===== config.mk =====
export PLATFORM = sky130hd
export DESIGN_NAME = dac_spi_tx
export DESIGN_NICKNAME = d
export VERILOG_FILES = /design/src/rtl/dac_pkg.sv /design/src/rtl/sclk_div.sv /design/src/rtl/dac_spi_tx.sv
export SDC_FILE = /design/constraint.sdc
export NUM_CORES = 1
export LEC_CHECK = 0
export BUFFER_PORTS_ARGS = -buffer_cell sky130_fd_sc_hd__buf_4
export CORE_UTILIZATION = 57
export CTS_BUF_LIST = sky130_fd_sc_hd__clkbuf_4
export DETAILED_ROUTE_END_ITERATION = 16
export PLACE_DENSITY = 0.9
export SLEW_MARGIN = 20
export SYNTH_ARGS = -nofsm -noshare
export SYNTH_HDL_FRONTEND = slang
export SYNTH_HIERARCHICAL = 1
export SYNTH_SLANG_ARGS = --single-unit

===== constraint.sdc =====
create_clock -name clk -period 2.3 [get_ports clk]
set_clock_uncertainty 0.1 [all_clocks]
set_input_delay 0.46 -clock clk [delete_from_list [all_inputs] [get_ports clk]]
set_output_delay 0.46 -clock clk [all_outputs]
set_load 0.02 [all_outputs]

===== src/rtl/dac_pkg.sv =====
// Shared definitions for the serial DAC transmitter: FSM encoding, frame
// geometry and the frame formatting helper.
package dac_pkg;

   typedef enum logic [1:0] {
      ST_IDLE  = 2'd0,
      ST_SHIFT = 2'd1,
      ST_QUIET = 2'd2
   } state_t;

   localparam int         FRAME_W     = 16;
   localparam logic [1:0] MODE_NORMAL = 2'b00;
   localparam int         PAD_LSB     = 4;

   // Build the 16-bit DAC frame: two don't-care bits, mode bits, the sample
   // left-aligned into the 12-bit code, and zero padding below it.
   function automatic logic [FRAME_W-1:0] make_frame(input logic [7:0] sample);
      return {2'b00, MODE_NORMAL, sample, {PAD_LSB{1'b0}}};
   endfunction

endpackage


===== src/rtl/sclk_div.sv =====
// SCLK generator: counts CLK_DIV system clocks per SCLK half-period and
// toggles the SCLK phase at each terminal count. The strobes flag the
// toggle that is about to happen so the caller can act on the same edge.
module sclk_div #(
   parameter int CLK_DIV = 2
) (
   input  logic clk,
   input  logic reset,
   input  logic en_i,
   input  logic clr_i,
   output logic rise_tick_o,
   output logic fall_tick_o,
   output logic sclk_o
);

   localparam int            CW   = (CLK_DIV > 1) ? $clog2(CLK_DIV) : 1;
   localparam logic [CW-1:0] TERM = CW'(CLK_DIV - 1);

   logic [CW-1:0] cnt_q, cnt_d;
   logic          phase_q, phase_d;
   logic          tick;

   assign tick        = en_i && (cnt_q == TERM);
   assign rise_tick_o = tick && !phase_q;
   assign fall_tick_o = tick && phase_q;
   assign sclk_o      = phase_q;

   // Next divider count and SCLK phase; clear parks SCLK high at count 0.
   always_comb begin
      cnt_d   = cnt_q;
      phase_d = phase_q;
      if (clr_i) begin
         cnt_d   = '0;
         phase_d = 1'b1;
      end else if (en_i) begin
         if (tick) begin
            cnt_d   = '0;
            phase_d = !phase_q;
         end else begin
            cnt_d = cnt_q + 1'b1;
         end
      end
   end

   // Divider and phase registers; SCLK idles high out of reset.
   always_ff @(posedge clk or posedge reset) begin
      if (reset) begin
         cnt_q   <= '0;
         phase_q <= 1'b1;
      end else begin
         cnt_q   <= cnt_d;
         phase_q <= phase_d;
      end
   end

endmodule


===== src/rtl/dac_spi_tx.sv =====
// Serial DAC transmitter: accepts one 8-bit sample at a time and shifts it
// out MSB first inside a 16-bit SYNC-framed SPI transfer, followed by a
// SYNC-high quiet gap before the next sample can be taken.
//
// Handshake: a sample transfers on a rising edge where data_valid and ready
// are both high. ready is high only in IDLE; data_valid while ready is low
// drops that sample and raises overrun for that same cycle.
module dac_spi_tx
   import dac_pkg::*;
#(
   parameter int CLK_DIV = 2,
   parameter int DATA_W  = 8
) (
   input  logic              clk,
   input  logic              reset,
   input  logic [DATA_W-1:0] data_in,
   input  logic              data_valid,
   output logic              ready,
   output logic              overrun,
   output logic              sclk,
   output logic              sync_n,
   output logic              sdata
);

   localparam int            QW    = (CLK_DIV > 1) ? $clog2(CLK_DIV) : 1;
   localparam logic [QW-1:0] QTERM = QW'(CLK_DIV - 1);

   state_t               state_q, state_d;
   logic [FRAME_W-1:0]   sr_q, sr_d;
   logic [3:0]           bit_cnt_q, bit_cnt_d;
   logic                 last_q, last_d;
   logic [QW-1:0]        quiet_cnt_q, quiet_cnt_d;
   logic                 sync_n_q, sync_n_d;
   logic                 div_en, div_clr;
   logic                 rise_tick, fall_tick;

   sclk_div #(.CLK_DIV(CLK_DIV)) u_sclk_div (
      .clk         (clk),
      .reset       (reset),
      .en_i        (div_en),
      .clr_i       (div_clr),
      .rise_tick_o (rise_tick),
      .fall_tick_o (fall_tick),
      .sclk_o      (sclk)
   );

   assign ready   = (state_q == ST_IDLE);
   assign overrun = data_valid && (state_q != ST_IDLE);
   assign sync_n  = sync_n_q;
   // After sixteen shifts the register holds zeros, so the MSB is already
   // 0 in QUIET and IDLE without any output gating.
   assign sdata   = sr_q[FRAME_W-1];

   // FSM next state plus shift register, bit counter and quiet timer updates.
   // last_q marks that the 16th DAC sampling edge has passed; the rising
   // edge after it closes the frame.
   always_comb begin
      state_d     = state_q;
      sr_d        = sr_q;
      bit_cnt_d   = bit_cnt_q;
      last_d      = last_q;
      quiet_cnt_d = quiet_cnt_q;
      sync_n_d    = sync_n_q;
      div_en      = 1'b0;
      div_clr     = 1'b0;
      case (state_q)
         ST_IDLE: begin
            if (data_valid) begin
               sr_d      = make_frame(data_in);
               bit_cnt_d = '0;
               last_d    = 1'b0;
               div_clr   = 1'b1;
               sync_n_d  = 1'b0;
               state_d   = ST_SHIFT;
            end
         end
         ST_SHIFT: begin
            div_en = 1'b1;
            if (fall_tick && (bit_cnt_q == 4'd15)) begin
               last_d = 1'b1;
            end
            if (rise_tick) begin
               sr_d      = {sr_q[FRAME_W-2:0], 1'b0};
               bit_cnt_d = bit_cnt_q + 4'd1;
               if (last_q) begin
                  last_d      = 1'b0;
                  sync_n_d    = 1'b1;
                  quiet_cnt_d = '0;
                  state_d     = ST_QUIET;
               end
            end
         end
         ST_QUIET: begin
            if (quiet_cnt_q == QTERM) begin
               state_d = ST_IDLE;
            end else begin
               quiet_cnt_d = quiet_cnt_q + 1'b1;
            end
         end
         default: begin
            state_d = ST_IDLE;
         end
      endcase
   end

   // State and datapath registers; reset abandons any frame in flight.
   always_ff @(posedge clk or posedge reset) begin
      if (reset) begin
         state_q     <= ST_IDLE;
         sr_q        <= '0;
         bit_cnt_q   <= '0;
         last_q      <= 1'b0;
         quiet_cnt_q <= '0;
         sync_n_q    <= 1'b1;
      end else begin
         state_q     <= state_d;
         sr_q        <= sr_d;
         bit_cnt_q   <= bit_cnt_d;
         last_q      <= last_d;
         quiet_cnt_q <= quiet_cnt_d;
         sync_n_q    <= sync_n_d;
      end
   end

endmodule


==> results of run 1 <==
## cell families (layout without fill, tap and decap cells)
family | after synthesis | count (layout) | share of synthesized area, %
compound gates | 25 | 25 | 13.2
xor+xnor | 1 | 1 | 0.728
fa+ha+maj | 1 | 1 | 1.04
buf+inv | 12 | 31 | 5.20
flops | 23 | 23 | 48.0
mux | 16 | 16 | 19.4
simple gates | 27 | 27 | 12.4
## registers in the layout, summed over array words and instances (netlist names)
signal,cells
sr_q,12
bit_cnt_q,4
state_q,2
last_q,1
quiet_cnt_q,1
sync_n,1
u_sclk_div/cnt_q,1
u_sclk_div/sclk_o,1
## critical path, stage by stage (launching register included)
cell      delay, ns
dfrtp_1        0.39
nand2b_1       0.16
inv_1          0.13
nand2_1        0.07
nor2_1         0.17
mux2i_2        0.17
nor2_4         0.30
mux2_4         0.34
## cell type report
class | instances | area (um2)
clock buffer | 4 | 30.0
tap | 27 | 33.8
fill | 129 | 598
timing repair buffer | 20 | 153
multi-input combinational | 70 | 563
inverter | 7 | 26.3
sequential | 23 | 578
## synth_stat cells (all sizes together)
master   instances
a22o             1
o2bb2ai          1
and2             1
nor2             4
inv              7
clkbuf           1
xnor2            1
buf              4
o311ai           1
o21bai           2
o21ai           10
ha               1
nor2b            3
o31ai            1
mux2i            2
a21oi            4
nand2            8
nand2b           2
o32ai            1
dfrtp           21
o41ai            1
dfstp            2
a31oi            3
nand4            6
and3             1
nand3            2
mux2            14
## path summary, 6_finish.rpt
path	start	to	slack, ns
max	state_q[1]	sr_q[7]	0.37
min	data_valid	u_sclk_div/cnt_q	0.38
max reg2reg	state_q[1]	sr_q[7]	0.37
min reg2reg	sr_q[4]	sr_q[4]	0.43
max in group asynchronous	reset	bit_cnt_q[0]	0.86
min in group asynchronous	reset	u_sclk_div/cnt_q	0.45
## where the power goes
group | switching, mW | internal (mW) | total (mW)
sequential | 0.116 | 0.560 | 0.676
clock | 0.120 | 0.0797 | 0.200
combinational | 0.375 | 0.403 | 0.778
## metal layers
layer  global-route usage (%)  vias to the layer above
met5                        0                        -
met4                     7.78                        0
met3                     4.53                        7
met2                     38.9                       37
met1                     35.4                      435
li1                         -                      412
## metrics by stage
| stage | util (%) | power, mW | hold slack [ns] | setup slack, ns |
|---|---|---|---|---|
| floorplan | - | 1.27 | 0.100 | 0.328 |
| global placement | 67.8 | 1.40 | 0.223 | 0.508 |
| detailed placement | 67.8 | 1.44 | 0.229 | 0.389 |
| CTS | 69.8 | 1.65 | 0.368 | 0.371 |
| global route | 69.8 | 1.76 | 0.374 | 0.286 |
| finish | 69.8 | 1.65 | 0.377 | 0.367 |
==> results.cfg, run 1 <==
[status]
status = complete, no violations

[drt]
drc = 0
first_iter_violations = 38
finalWirelength_um = 2460
wl_met3_um = 142
dr.pass1.iters = 4
top_layer = met4
route.met2.wl_um = 1160
num_vias = 891
antenna_left = 0
met1_length_um = 1090
via_per_inst = 5.90
wl_per_cell_um = 16.3

[clock_tree]
cts_sinks = 23
clock-root-buffer = clkbuf_4
cts_tree = done
ctsHoldBuffers = 1
postCtsSetupBuffers = 0
cts_buffers = 3
cts_max_level = 1
clk_latency_ns = 0.31
clk_pin_slew_ns = 0.12
clk_path_buf_depth = 2
ctsResizeCount = 0

[timing]
period_needed_ns = 1.93
fmax_mhz = 517
setup_violations = 0
rsz0062_at_grt = no
max_slew_margin_pct = 47.6
finalSetupTns_ns = 0
fin_crit_sh_pct = 84.0
tightest_slew_ns = 0.785
finalMaxSlewViolations = 0
finalHoldViolCount = 0

[die]
die_w_um = 48.0
num_io_pins = 16
start_util_pct = 60.7
core_mm2 = 0.00198
dieArea_mm2 = 0.00230
fp.dieH_um = 48.0
num_rows = 16

[layout]
mostFrequentLayoutCells = dfrtp_1 (21), buf_4 (19), mux2_4 (14)
n_antenna_cell = 0
finalNonFillerCells = 151
fin_area_mm2 = 0.00138
area_delta_synth_final_pct = 15.0
final_common_cell = dfrtp_1
nets = 137
drive_above_1_share_pct = 34.7

[synth]
ys_warn_count = 6
ys_seq_area_share_pct = 48.0
synth_area_leaders = dfrtp_1 (44%), mux2_4 (17%), dfstp_2 (4.4%), o21ai_0 (4.2%), nand4_1 (3.1%)
netlist_area_mm2 = 0.00120
syn_nets = 117
ys_ff_latch = 23
avgSynthCellArea_um2 = 11.5
synth_top_area_share_pct = 43.7
synth_top_area_cell = dfrtp_1
synthCells = 105
ys_types = 31

[placed_design]
io_buffers = 15
place_area_mm2 = 0.00134
gp_congestion = 0.830
hpwl_um = 1730
placed_cells_incl_taps = 146

[global_routing]
track_usage_pct = 24.9
grt_pass1_vias = 806
grt_start_max_net_pins = 22
antenna_found_initial = 0
grt-ovfl-total = 0
grt_first_pass_wirelength_um = 3860

[power_and_ir_drop]
leakagePower_nw = 0.665
p_per_area_mw_per_mm2 = 1200
vdd_drop_max_mv = 0.787

[job]
maxCapViolCount = 0

[worst_hold_path]
hp-class = in2reg
holdPathStages = 3

[setup_path]
startpoint_type = register
rr_worst_depth = 7
critical_path_arrival_ns = 2.05
crit_path_end_kind = register
worst-path-max-fanout = 8
path_class = reg2reg
required_ns = 2.42
No activity file was read; power rests on OpenSTA's default activity.
==> run 2, diff against run 1 <==
- CORE_UTILIZATION: 57 -> 53
- PLACE_DENSITY: 0.9 -> 0.88
- clock period: 2.3 -> 1.64 ns (I/O delays scaled with it)
==> results.cfg, run 2 (synthesized netlist as in run 1, its figures left out) <==
[layout]
multi_input_area_um2 = 604
final_common_cell = buf_4
regArea_um2 = 578
area_delta_synth_final_pct = 24.3
nets = 145
top_regs = sr_q (12), bit_cnt_q (4), state_q (2)
nFillCells = 144
drive_above_1_share_pct = 43.2
n_antenna_cell = 0
largest_reg_flops = 12
postLayoutCoreUtil_pct = 73.3
mostFrequentLayoutCells = buf_4 (24), dfrtp_1 (21), mux2_4 (14)
largest-register = sr_q

[die]
dieArea_mm2 = 0.00247
fp.dieH_um = 49.7
core_mm2 = 0.00204
die_w_um = 49.7
num_rows = 16
num_io_pins = 16
start_util_pct = 58.9

[status]
violations = setup timing
status = finished with violations

[clock_tree]
clock-root-buffer = clkbuf_4
clk_path_buf_depth = 2
clk_latency_ns = 0.31
cts_max_level = 1
cts_buffers = 3
cts_sinks = 23
cts_tree = done
clk_pin_slew_ns = 0.13

[timing]
fmax_mhz = 602
max_slew_margin_pct = 79.8
hold_slack_ns = 0.235
worst_slack_ns = -0.0221
fin_crit_sh_pct = 101
rsz0062_at_grt = yes
finalHoldViolCount = 0
tightest_slew_ns = 0.299
period_needed_ns = 1.66
setup_violations = 7
finalMaxSlewViolations = 0

[drt]
wl_per_cell_um = 16.8
top_layer = met3
via_per_inst = 5.82
num_vias = 925
route.met2.wl_um = 1390
drc = 0
dr.pass1.iters = 4
antenna_left = 0
finalWirelength_um = 2670
wl_met3_um = 97
met1_length_um = 1180
first_iter_violations = 14

[global_routing]
grt_first_pass_wirelength_um = 4460
grt-ovfl-total = 0
antenna_found_initial = 0
grt_pass1_vias = 934
grt_start_max_net_pins = 22
track_usage_pct = 24.3

[power_and_ir_drop]
p_comb_share_pct = 51.9
vdd_drop_max_mv = 1.15
swShare_pct = 37.5
switching_power_mw = 0.954
p_per_area_mw_per_mm2 = 1700
internal-power_mw = 1.59
seqPwrFrac_pct = 37.7
clockPowerShare_pct = 10.4
leakagePower_nw = 0.710

[setup_path]
critical_path_arrival_ns = 1.77
startpoint_type = register
crit_path_end_kind = register
path_class = reg2reg
rrSetupSlack_ns = -0.02
worst-path-max-fanout = 4
required_ns = 1.74

[worst_hold_path]
hp-class = in2reg

[placed_design]
io_buffers = 15
gp_congestion = 0.795
hpwl_um = 1960

[job]
maxCapViolCount = 0
## run 2: worst max-delay path: stages, from the launching register on
cell and delay (ns):
dfrtp_1 0.41, nand2b_4 0.16, inv_4 0.06, nand2_4 0.05, nor2_4 0.12, mux2i_4 0.11
nor2_4 0.12, buf_6 0.14, mux2_4 0.29
## run 2: layout make-up
cell class                 instances  area share (%)
clock inverter                     1           0.334
inverter                           7            1.92
timing repair buffer              28            15.0
clock buffer                       3            1.51
multi-input combinational         70            40.4
tap                               27            2.26
sequential                        23            38.6
## run 2: stage by stage
stage	power [mW]	area [um2]	setup TNS [ns]	instances	setup slack (ns)
2_1_floorplan	1.85	1240	-2.03	105	-0.234
3_3_place_gp	2.13	1430	0	153	0.0403
3_5_place_dp	2.21	1430	-0.100	153	-0.0258
4_1_cts	2.51	1490	-0.00403	159	-0.00212
5_1_grt	2.70	1500	-0.547	159	-0.0642
6_report	2.54	1500	-0.0620	159	-0.0221
## run 2: power groups by stage
stage	sequential, mW	clock, mW	combinational, mW
4_1_cts	0.952	0.268	1.29
5_1_grt	0.983	0.295	1.42
2_1_floorplan	0.948	0	0.899
3_3_place_gp	0.950	0	1.18
3_5_place_dp	0.966	0	1.24
6_report	0.958	0.264	1.32
## run 2: path summary, 6_finish.rpt
check / start / to / cells after the start
min in group asynchronous: reset / u_sclk_div/cnt_q / 3
min: data_in[0] / sr_q[4] / 3
max: state_q[1] / sr_q[9] / 8
min reg2reg: quiet_cnt_q / state_q[1] / 1
max reg2reg: state_q[1] / sr_q[9] / 8
max in group asynchronous: reset / sync_n / 4
## run 2: layer usage
metal	vias up	GRT usage (%)
met2	31	41.7
met4	0	5.71
met3	0	3.09
li1	429	-
met5	-	0
met1	465	32.5
## run 2: timing repair
item | CTS | global route
hold buffers | 1 | 0
hold endpoints to repair | 22 | 0
pin swaps | 2 | 0
gates cloned | 0 | 0
buffers inserted | 1 | 0
endpoints found under the setup margin | 11 | 11
resized for setup | 6 | 3
==> run 3, diff against run 2 <==
- CORE_UTILIZATION: 53 -> 57
- PLACE_DENSITY: 0.88 -> 0.9
- clock period: 1.64 -> 2.1 ns (I/O delays scaled with it)
==> results.cfg, run 3 (synthesized netlist as in run 1, its figures left out) <==
[drt]
finalWirelength_um = 2310
dr.pass1.iters = 4
via_per_inst = 5.83
drc = 0
num_vias = 886
wl_per_cell_um = 15.2
first_iter_violations = 22
antenna_left = 0

[global_routing]
antenna_found_initial = 0
track_usage_pct = 23.7
top_usage_layer = met1
grt_pass1_vias = 755
met2_usage_pct = 33.2
grt-ovfl-total = 0
grt_start_max_net_pins = 22
grt_util_met3_pct = 4.91
grt_first_pass_wirelength_um = 3670
met1_usage_pct = 35.2

[layout]
largest-register = sr_q
nFillCells = 128
top_regs = sr_q (12), bit_cnt_q (4), state_q (2)
drive_above_1_share_pct = 35.2
largest_reg_flops = 12
mostFrequentLayoutCells = dfrtp_1 (21), buf_4 (20), mux2_4 (14)
n_antenna_cell = 0
area_delta_synth_final_pct = 15.6
final_common_cell = dfrtp_1
nets = 138

[clock_tree]
cts_max_level = 1
cts_buffers = 3
clk_path_buf_depth = 2
ctsResizeCount = 0
clk_pin_slew_ns = 0.11
cts_sinks = 23
cts_tree = done
clock-root-buffer = clkbuf_4
clk_latency_ns = 0.30

[power_and_ir_drop]
vdd_drop_max_mv = 0.907
leakagePower_nw = 0.670
p_per_area_mw_per_mm2 = 1290
total_power_mw = 1.80

[job]
maxCapViolCount = 0

[timing]
max_slew_margin_pct = 70.6
tightest_slew_ns = 0.433
setup_violations = 0
period_needed_ns = 1.86
fin_crit_sh_pct = 88.8
fmax_mhz = 536
rsz0062_at_grt = no
finalMaxSlewViolations = 0
finalHoldViolCount = 0
finalSetupTns_ns = 0

[die]
die_w_um = 48.0
num_rows = 16
fp.dieH_um = 48.0
core_mm2 = 0.00198
dieArea_mm2 = 0.00230
num_io_pins = 16
start_util_pct = 60.7

[worst_hold_path]
hp-class = in2reg

[placed_design]
io_buffers = 15
hpwl_um = 1630
gp_congestion = 0.839

[setup_path]
worst-path-max-fanout = 8
startpoint_type = register
critical_path_arrival_ns = 1.96
crit_path_end_kind = register
path_class = reg2reg
required_ns = 2.19

[status]
status = complete, no violations
==> run 3: cell types whose count changed in the layout (fill, tap and decap cells not counted), moves of 2 or more <==
| cell | before | now |
|---|---|---|
| nor2_1 | 1 | 3 |
| buf_4 | 24 | 20 |
| buf_6 | 3 | 0 |
| nor2_4 | 3 | 1 |
==> run 3: area by class of cell <==
type / instances / area [um2] / share of cell area (%)
flip-flops and latches: 23 / 578 / 41.5
multi-input cells: 70 / 563 / 40.5
repair buffers: 21 / 160 / 11.5
well taps: 27 / 33.8 / 2.43
clock buffers: 4 / 30.0 / 2.16
inverters: 7 / 26.3 / 1.89
==> run 3: worst paths after layout <==
kind                        startpoint          endpoint  slack [ns]  cells past startpoint
min in group asynchronous        reset  u_sclk_div/cnt_q        0.41                      3
setup / recovery            state_q[1]           sr_q[5]        0.24                      7
setup reg to reg            state_q[1]           sr_q[5]        0.24                      7
max in group asynchronous        reset            sync_n        1.02                      4
hold reg to reg            quiet_cnt_q        state_q[1]        0.38                      1
hold / removal              data_in[0]           sr_q[4]        0.34                      3
==> run 3: per-stage QoR <==
stage          hold WS [ns]  utilization (%)  cell area [um2]  cells  setup slack [ns]
4_1_cts               0.326             70.2             1390    152             0.230
3_5_place_dp          0.187             68.2             1350    147             0.257
6_report              0.344             70.2             1390    152             0.235
5_1_grt               0.343             70.2             1390    152             0.126
2_1_floorplan        0.0605                -             1200    105             0.128
3_3_place_gp          0.184             68.2             1350    147             0.305
==> run 3: worst max-delay path: stages, from the launching register on <==
cell and delay [ns]:
dfrtp_1 0.39, nand2b_1 0.15, inv_1 0.13, nand2_1 0.07
nor2_1 0.15, mux2i_2 0.16, nor2_4 0.29, mux2_4 0.33
==> run 3: metal layers <==
layer	vias up	wire [um]	part of all wire (%)
met5	-	0	0
li1	422	-	-
met3	6	155	6.7
met1	422	1020	44
met4	0	60	2.6
met2	36	1070	46
==> run 3: what timing repair did <==
action | in CTS | in global routing
endpoints found under the hold margin | 1 | 0
hold buffers | 1 | 0
setup buffers | 0 | 0
==> run 3: power breakdown <==
group | switching [mW] | internal, mW
Clock | 0.119 | 0.0869
Combinational | 0.406 | 0.444
Sequential | 0.128 | 0.613
